--- src/rtl/vector_add_sequencer.sv ---
`default_nettype none
// ============================================================================
// Module      : vector_add_sequencer
// Description : Folded element-wise M31 vector adder. LANES modular adders
//               are reused over VECTOR_SIZE/LANES beats, with valid/ready
//               handshakes on both sides.
//               Optional macro VEC_ADD_SEQ_PERF_EN adds op_count/stall_count.
// Revision    : 1.0 - initial release
// ============================================================================
module vector_add_sequencer #(
    parameter int WORD_WIDTH  = 31,
    parameter int VECTOR_SIZE = 16,
    parameter int LANES       = 4
) (
    input  logic                  clk,
    input  logic                  rst,
    input  logic                  in_valid,
    output logic                  in_ready,
    input  logic [WORD_WIDTH-1:0] vec1   [0:VECTOR_SIZE-1],
    input  logic [WORD_WIDTH-1:0] vec2   [0:VECTOR_SIZE-1],
    output logic                  out_valid,
    input  logic                  out_ready,
    output logic [WORD_WIDTH-1:0] result [0:VECTOR_SIZE-1],
`ifdef VEC_ADD_SEQ_PERF_EN
    output logic [31:0]           op_count,
    output logic [31:0]           stall_count,
`endif
    output logic                  busy
);

    localparam int c_BEATS  = VECTOR_SIZE / LANES;
    localparam int c_BEAT_W = (c_BEATS > 1) ? $clog2(c_BEATS) : 1;
    localparam int c_IDX_W  = (VECTOR_SIZE > 1) ? $clog2(VECTOR_SIZE) : 1;
    localparam logic [c_BEAT_W-1:0]   c_LAST_BEAT = c_BEAT_W'(c_BEATS - 1);
    localparam logic [WORD_WIDTH:0]   c_MODULUS   = {1'b0, {WORD_WIDTH{1'b1}}};

    localparam logic [1:0] c_ST_IDLE    = 2'd0;
    localparam logic [1:0] c_ST_COMPUTE = 2'd1;
    localparam logic [1:0] c_ST_DONE    = 2'd2;

    generate
        if ((VECTOR_SIZE % LANES) != 0) begin : g_cfg_error
            $error("vector_add_sequencer: VECTOR_SIZE must be a multiple of LANES");
        end
    endgenerate

    // Single conditional subtraction: p + p maps to p, not 0.
    function automatic logic [WORD_WIDTH-1:0] addm(input logic [WORD_WIDTH-1:0] a,
                                                   input logic [WORD_WIDTH-1:0] b);
        logic [WORD_WIDTH:0] s;
        logic [WORD_WIDTH:0] r;
        s = {1'b0, a} + {1'b0, b};
        r = (s >= c_MODULUS) ? (s - c_MODULUS) : s;
        return r[WORD_WIDTH-1:0];
    endfunction

    logic [1:0]            r_state;
    logic [1:0]            w_state_nxt;
    logic [c_BEAT_W-1:0]   r_beat;
    logic [WORD_WIDTH-1:0] r_op1    [0:VECTOR_SIZE-1];
    logic [WORD_WIDTH-1:0] r_op2    [0:VECTOR_SIZE-1];
    logic [WORD_WIDTH-1:0] r_result [0:VECTOR_SIZE-1];
    logic [c_IDX_W-1:0]    w_base;
    logic [c_IDX_W-1:0]    w_lane_idx [0:LANES-1];
    logic [WORD_WIDTH-1:0] w_lane_sum [0:LANES-1];

    assign w_base = c_IDX_W'(r_beat) * c_IDX_W'(LANES);

    generate
        for (genvar j = 0; j < LANES; j++) begin : g_lane
            assign w_lane_idx[j] = w_base + c_IDX_W'(j);
            assign w_lane_sum[j] = addm(r_op1[w_lane_idx[j]], r_op2[w_lane_idx[j]]);
        end
    endgenerate

    always_ff @(posedge clk) begin
        if (rst) begin
            r_state <= c_ST_IDLE;
        end else begin
            r_state <= w_state_nxt;
        end
    end

    always_comb begin
        w_state_nxt = r_state;
        case (r_state)
            c_ST_IDLE:    if (in_valid)               w_state_nxt = c_ST_COMPUTE;
            c_ST_COMPUTE: if (r_beat == c_LAST_BEAT)  w_state_nxt = c_ST_DONE;
            c_ST_DONE:    if (out_ready)              w_state_nxt = c_ST_IDLE;
            default:                                  w_state_nxt = c_ST_IDLE;
        endcase
    end

    always_ff @(posedge clk) begin
        if (rst) begin
            r_beat <= '0;
            for (int i = 0; i < VECTOR_SIZE; i++) begin
                r_op1[i]    <= '0;
                r_op2[i]    <= '0;
                r_result[i] <= '0;
            end
        end else begin
            case (r_state)
                c_ST_IDLE: begin
                    if (in_valid) begin
                        r_op1  <= vec1;
                        r_op2  <= vec2;
                        r_beat <= '0;
                    end
                end
                c_ST_COMPUTE: begin
                    for (int j = 0; j < LANES; j++) begin
                        r_result[w_lane_idx[j]] <= w_lane_sum[j];
                    end
                    r_beat <= (r_beat == c_LAST_BEAT) ? '0 : r_beat + c_BEAT_W'(1);
                end
                default: begin
                end
            endcase
        end
    end

`ifdef VEC_ADD_SEQ_PERF_EN
    logic [31:0] r_op_count;
    logic [31:0] r_stall_count;

    // op_count wraps naturally; stall_count sticks at all-ones.
    always_ff @(posedge clk) begin
        if (rst) begin
            r_op_count    <= '0;
            r_stall_count <= '0;
        end else if (r_state == c_ST_DONE) begin
            if (out_ready) begin
                r_op_count <= r_op_count + 32'd1;
            end else if (r_stall_count != 32'hFFFF_FFFF) begin
                r_stall_count <= r_stall_count + 32'd1;
            end
        end
    end

    assign op_count    = r_op_count;
    assign stall_count = r_stall_count;
`endif

    assign in_ready  = (r_state == c_ST_IDLE);
    assign out_valid = (r_state == c_ST_DONE);
    assign busy      = (r_state != c_ST_IDLE);
    assign result    = r_result;

endmodule
`default_nettype wire

--- config.mk ---
export PLATFORM = sky130hd
export DESIGN_NAME = vector_add_sequencer
export DESIGN_NICKNAME = d
export VERILOG_FILES = /design/src/rtl/vector_add_sequencer.sv
export SDC_FILE = /design/constraint.sdc
export NUM_CORES = 2
export LEC_CHECK = 0
export CAP_MARGIN = 25
export CORE_AREA = 2 2 586 588
export CTS_CLUSTER_SIZE = 30
export DETAILED_ROUTE_END_ITERATION = 8
export DIE_AREA = 0 0 588 590
export PLACE_DENSITY_LB_ADDON = 0.12
export SYNTH_ARGS = -nofsm -noshare
export SYNTH_HDL_FRONTEND = slang
export SYNTH_SLANG_ARGS = --single-unit
--- constraint.sdc ---
create_clock -name clk -period 6.6 [get_ports clk]
set_input_delay 0.99 -clock clk [delete_from_list [all_inputs] [get_ports clk]]
set_output_delay 0.99 -clock clk [all_outputs]
set_load 0.01 [all_outputs]
Word level (Yosys, flattened, before mapping)
Index checks and enable logic that the tools add are counted.
{"block": "totals", "register_bits": 1492, "output_inout_bits": 499, "elab_cells": 141}
{"block": "op_classes", "n_addsub": 12, "eq_ne": 6, "mux": 47, "order_cmp": 12, "reduce_logical": 10, "bitwise": 4}
{"op": "$bwmux 496", "count": 4}
{"op": "$bmux 31 s4", "count": 8}
{"op": "$mux 31", "count": 24}
{"op": "$demux 31 s4", "count": 4}
{"op": "$add 31x31->32", "count": 4}
{"op": "$ge 32x31->1 const B", "count": 4}
{"op": "$sub 31x31->31 const B", "count": 4}
{"op": "$ge 5x5->1 const B", "count": 4}
{"op": "$lt 5x1->1 const B", "count": 4}
{"op": "$not 4->5", "count": 4}
{"op": "$mux 2", "count": 5}
{"op": "$add 4x2->4 const B", "count": 2}
{"op": "$pmux 2 s3", "count": 1}
{"op": "$add 4x1->4 const B", "count": 1}
{"op": "$eq 2x2->1 const B", "count": 2}
{"op": "$logic_and 1x1->1", "count": 4}
{"op": "$ne 2x2->1 const B", "count": 2}
{"op": "$pmux 2 s2", "count": 1}
{"op": "$reduce_and 2->1", "count": 2}
{"op": "$reduce_bool 2->1", "count": 2}
{"op": "$reduce_and 3->1", "count": 1}
{"op": "$add 2x1->2 const B", "count": 1}
{"op": "$eq 2x1->1 const B", "count": 1}
{"op": "$logic_not 2->1", "count": 1}
{"op": "$ne 2x1->1 const B", "count": 1}

Longest topological paths before layout
{"block": "depth", "ltp_word": 11, "mapped_depth": 21}

Worst setup path before layout
No wires, ideal clock.
{"block": "synth_path", "kind": "register -> register", "from": "register r_beat[0]", "to": "register r_result, in the netlist result[308]", "path_stages_with_launch": 18, "arrival_time_ns": 5.895, "required_time_ns": 6.538, "path_slack_ns": 0.643, "path_buffers": 4, "synth_period_minus_slack_ns": 5.957, "path_cell_list": "dfxtp_1 -> clkbuf_1 -> clkbuf_1 -> buf_1 -> mux4_2 -> ha_1 -> fa_1 -> a21o_1 -> a221o_1 -> a211oi_1 -> o21a_1 -> xor2_1 -> or4b_1 -> or3_1 -> or4_1 -> clkbuf_1 -> or4_1 -> nand3_1"}
{"block": "synth_between", "elab_chain_len": 11}
{"element": "from (decl)", "line_no": "59", "text": "logic [c_BEAT_W-1:0] r_beat;"}
{"element": "from (signal assigned)", "line_no": "115", "text": "r_beat <= (r_beat == c_LAST_BEAT) ? '0 : r_beat + c_BEAT_W'(1);"}
{"element": "$add 4x1->4 / $not 4->5 (equally long branches)", "line_no": "71, 72, 113"}
{"element": "$not 4->5 (implied by the code) / $bmux 31 s4 (equally long branches)", "line_no": "72, 113"}
{"element": "$bmux 31 s4 / $mux 31 (equally long branches)", "line_no": "72", "text": "assign w_lane_sum[j] = addm(r_op1[w_lane_idx[j]], r_op2[w_lane_idx[j]]);"}
{"element": "$mux 31 (implied by the code)", "line_no": "72"}
{"element": "$mux 31 (implied by the code) / $add 31x31->32 (equally long branches)", "line_no": "72, 52"}
{"element": "$add 31x31->32 (tied with other cells)", "line_no": "52", "text": "s = {1'b0, a} + {1'b0, b};"}
{"element": "$sub 31x31->31 (tied with other cells)", "line_no": "53", "text": "r = (s >= c_MODULUS) ? (s - c_MODULUS) : s;"}
{"element": "$mux 31 / $bwmux 496 (equally long branches)", "line_no": "53, 113"}
{"element": "$bwmux 496 (2 in series)", "line_no": "113", "text": "r_result[w_lane_idx[j]] <= w_lane_sum[j];"}
{"element": "$bwmux 496 *", "line_no": "113"}
{"element": "to (signal, indexed assignment)", "line_no": "113"}
{"element": "to (decl)", "line_no": "62", "text": "logic [WORD_WIDTH-1:0] r_result [0:VECTOR_SIZE-1];"}
Mark *: on every way between the ends. The rest lies on a longest branch, timed or not. The select of a mux whose other input is x is not followed.
A chain may end at the register's enable or synchronous reset.

Worst setup path after layout
{"block": "layout_path", "from": "register r_beat[0]", "to": "register r_result, in the netlist result[442]"}
Same word-level chain as after synthesis.

==> metrics.txt <==
clock sinks=~1,500; Layout Utilization=about 28%; Hold WC Path Type=reg -> reg; drt first pass iters=6; Synth Area in XOR/XNOR=under 10%; CP required=about 7.3 ns; Hold Buf Count CTS=0; # DRC=0; post-synthesis adder-cell area fraction=under 10%; Tmin final=~6.3 ns; RSZ-0062 raised after global routing=true; #FFs+latches synth=approximately 1,500; Max Cap Viol=0; Max Root-Sink Buffers=4; total power=roughly 25,000 uW; mean post-synth cell area=8.209 um^2; Post-Syn Area=0.06997 mm^2; endpoints failing setup=0; ANT nets after route=0; number of synthesized flops with an enable pin=0; Top-Level Pins=roughly 1,500; Placer Congestion=just under 0.9; cell count after synthesis=about 8,500; Clock Skews=approximately 0.042 ns; antenna violations before repair=97; mux contribution to synthesized area=~8.5%; YS warnings=0; Syn-to-layout area delta=38.55%; clock transition at the registers of the reported paths=~0.05 ns; area of the die=about 0.35 mm^2; pwr/cell area=~260 mW/mm^2; R2R depth=17; post-synthesis simple-gate area fraction=around 20%; Crit Path Category=reg -> reg; Vias=a little over 70,000; vias in the first global route=~69,000; Skew-Pair Late Insertion Delay=approximately 0.84 ns; VDD IR max=about 190 uV; TritonCTS clock tree=done; post-synthesis compound-gate area fraction=21.13%; pre-CTS WS=0.1860 ns; H-tree depth=4; critical path startpoint category=flip-flop; setup ws final=0.2947 ns; Tot GR Track Use=between 20% and 30%; P_leak=~0.034 uW; dpl cell area=between 0.09 and 0.1 mm^2; Worst Path Max Fanout=15; worst slew pin tran=around 1.2 ns; vias per cell=~4.9; main combinational cell family by area after synthesis=compound AO/OA/AOI/OAI gates; final WL=404,500 um; core outline area=roughly 0.34 mm^2; slew margin rel.=roughly a fifth; setup TNS=0 ns; post-route cell area=~0.097 mm^2; initial core utilization=between 20% and 30%; # nets final=roughly 11,000; CP endpoint kind=flip-flop; GR Overflow Total=0; synth unique cells=100; chip height=a little under 600 um; status=finished clean; CTS Root Cell=clkbuf_16; IO Port Bufs=about 1,500; row count=roughly 220; Seq/Total Area, Yosys=around 43%; Mapped Nets=9,655; crit share post-route=95.54%; die width=just under 600 um; first-pass GRT wire length=approximately 550,000 um; predominant post-synthesis flop cell=dfxtp_1; Achievable Freq=about 0.16 GHz; ys async rst share=0%; Slew Limit Fails=0; pin count of the biggest net entering global routing=between 200 and 250; Hold Path Cell Cnt=2; share of layout cells above drive strength 1=a little under a tenth; Initial DRC Count=5,984; Hold Fails Final Rpt=0; Crit path arrival time=6.96 ns; Detailed Place HPWL=about 320,000 um; Num CTS Buffers=about 190; drt wl/cell=between 20 and 30 um
-- flip-flops by register name (all words and copies together) (netlist names) --
| name | count |
|---|---|
| r_beat | 2 |
| r_op1 | 496 |
| r_op2 | 496 |
| r_state | 2 |
| result | 496 |
-- cells in the mapped netlist (13+ instances only) --
library cell     n  area [um^2]
a211oi_1        65        488.0
buf_2           31        155.2
a21o_1          45        337.8
o21a_1          22        165.2
and2_1          29        181.4
a31o_2          19        166.4
nand2b_1        14        87.58
mux4_2         248         5585
or3_1           41        256.5
o31a_1          14        122.6
nor4_1          55        344.1
a41oi_1         13        113.9
and3_1          65        406.6
nand2_1       2266         8506
nor2_1         242        908.4
a32oi_1         28        245.2
dfxtp_1       1492        29870
o22ai_1         38        237.7
clkbuf_1       629         2361
and4_1          18        157.7
buf_1           46        172.7
nand4_1         84        525.5
a31oi_1        228         1426
a311oi_1        30        262.8
a21oi_1       1295         6481
or2_2           29        181.4
nand3_1        145        725.7
nor3_1         127        635.6
nor2b_1         15        93.84
xnor2_1         52        455.4
or4_1           64        480.5
mux2i_1         32        320.3
a221oi_1        15        131.4
o21ai_0        443         2217
inv_1           42        157.7
ha_1           132         1652
xor2_1          44        385.4
o211ai_1        53        397.9
o31ai_1         40        300.3
-- worst paths after layout --
path	startpoint	end	slack [ns]
worst min register to register	r_op1[323]	r_op1[323]	0.45
worst max register to register	r_beat[0]	result[442]	0.29
worst max-delay path	r_beat[0]	result[442]	0.29
worst min-delay path	r_op1[323]	r_op1[323]	0.45
-- per-stage QoR --
step / hold slack, ns / instances
after global placement: 0.4401 / 14112
final: 0.4503 / 14502
after global routing: 0.4633 / 14474
after floorplan: 0.4331 / 8523
after CTS: 0.4515 / 14453
after detailed placement: 0.4431 / 14116
-- cell usage in the layout, fill, tap and decap left out, types with 53 or more instances in the layout --
| master | synthesis | routed |
|---|---|---|
| o21ai_0 | 443 | 439 |
| nor4_1 | 55 | 54 |
| buf_4 | 0 | 220 |
| a211oi_1 | 65 | 64 |
| nor3_1 | 127 | 126 |
| clkbuf_16 | 0 | 192 |
| mux4_2 | 248 | 248 |
| a31oi_1 | 228 | 221 |
| dfxtp_1 | 1492 | 1490 |
| nand2_1 | 2266 | 2261 |
| and3_1 | 65 | 65 |
| nor2_1 | 242 | 242 |
| nand4_1 | 84 | 84 |
| a21oi_1 | 1295 | 1291 |
| nand3_1 | 145 | 145 |
| clkdlybuf4s50_1 | 0 | 1493 |
| or4_1 | 64 | 64 |
| o211ai_1 | 53 | 53 |
| ha_1 | 132 | 131 |
-- worst max-delay path, cell delays in order (launching register included) --
cell	delay [ns]
dfxtp_4	0.61
buf_12	0.24
mux4_2	0.59
ha_1	0.26
fa_1	0.53
a21oi_1	0.23
o21ai_1	0.21
o31ai_1	0.50
xnor2_1	0.38
nand3_1	0.35
nand4bb_1	0.33
buf_4	0.24
nor3_1	0.19
buf_4	0.22
nand3_1	0.39
a311oi_1	0.51
buf_4	0.23
a21oi_1	0.07
-- repair_timing --
item	in CTS	in global routing
hold endpoints to repair	0	0
endpoints found under the setup margin	0	104
setup buffers	0	2
resized for setup	0	7
-- logic make-up after synthesis --
family                   Yosys count
multiplexers                     285
buffers and inverters            749
adder cells (fa/ha/maj)          136
XOR/XNOR                          96
flip-flops                      1492
AND/OR/NAND/NOR                 3238
AO/OA/AOI/OAI                   2527
-- layout make-up --
type                    instances  area, um^2
diodes                         42       105.1
clock inverters                62       728.2
flip-flops and latches       1492       29880
multi-input cells            6282       37520
repair buffers               1749       17270
fillers                     37065      244200
clock buffers                 275        5577
well taps                    4557        5702
inverters                      43       168.9
-- layer usage --
layer  share of wire [%]  GRT usage (%)
met1                  45          29.79
met2                  46          36.19
met3                 6.2          4.264
met4                 2.9          6.061
met5               0.078              0
-- power by group --
| group | internal, uW | switching [uW] | total (uW) |
|---|---|---|---|
| clock network | 6330 | 4320 | 10600 |
| logic | 1760 | 2810 | 4570 |
| registers | 9470 | 293 | 9760 |
| total | 17600 | 7420 | 25000 |
No activity file was read; power rests on OpenSTA's default activity.
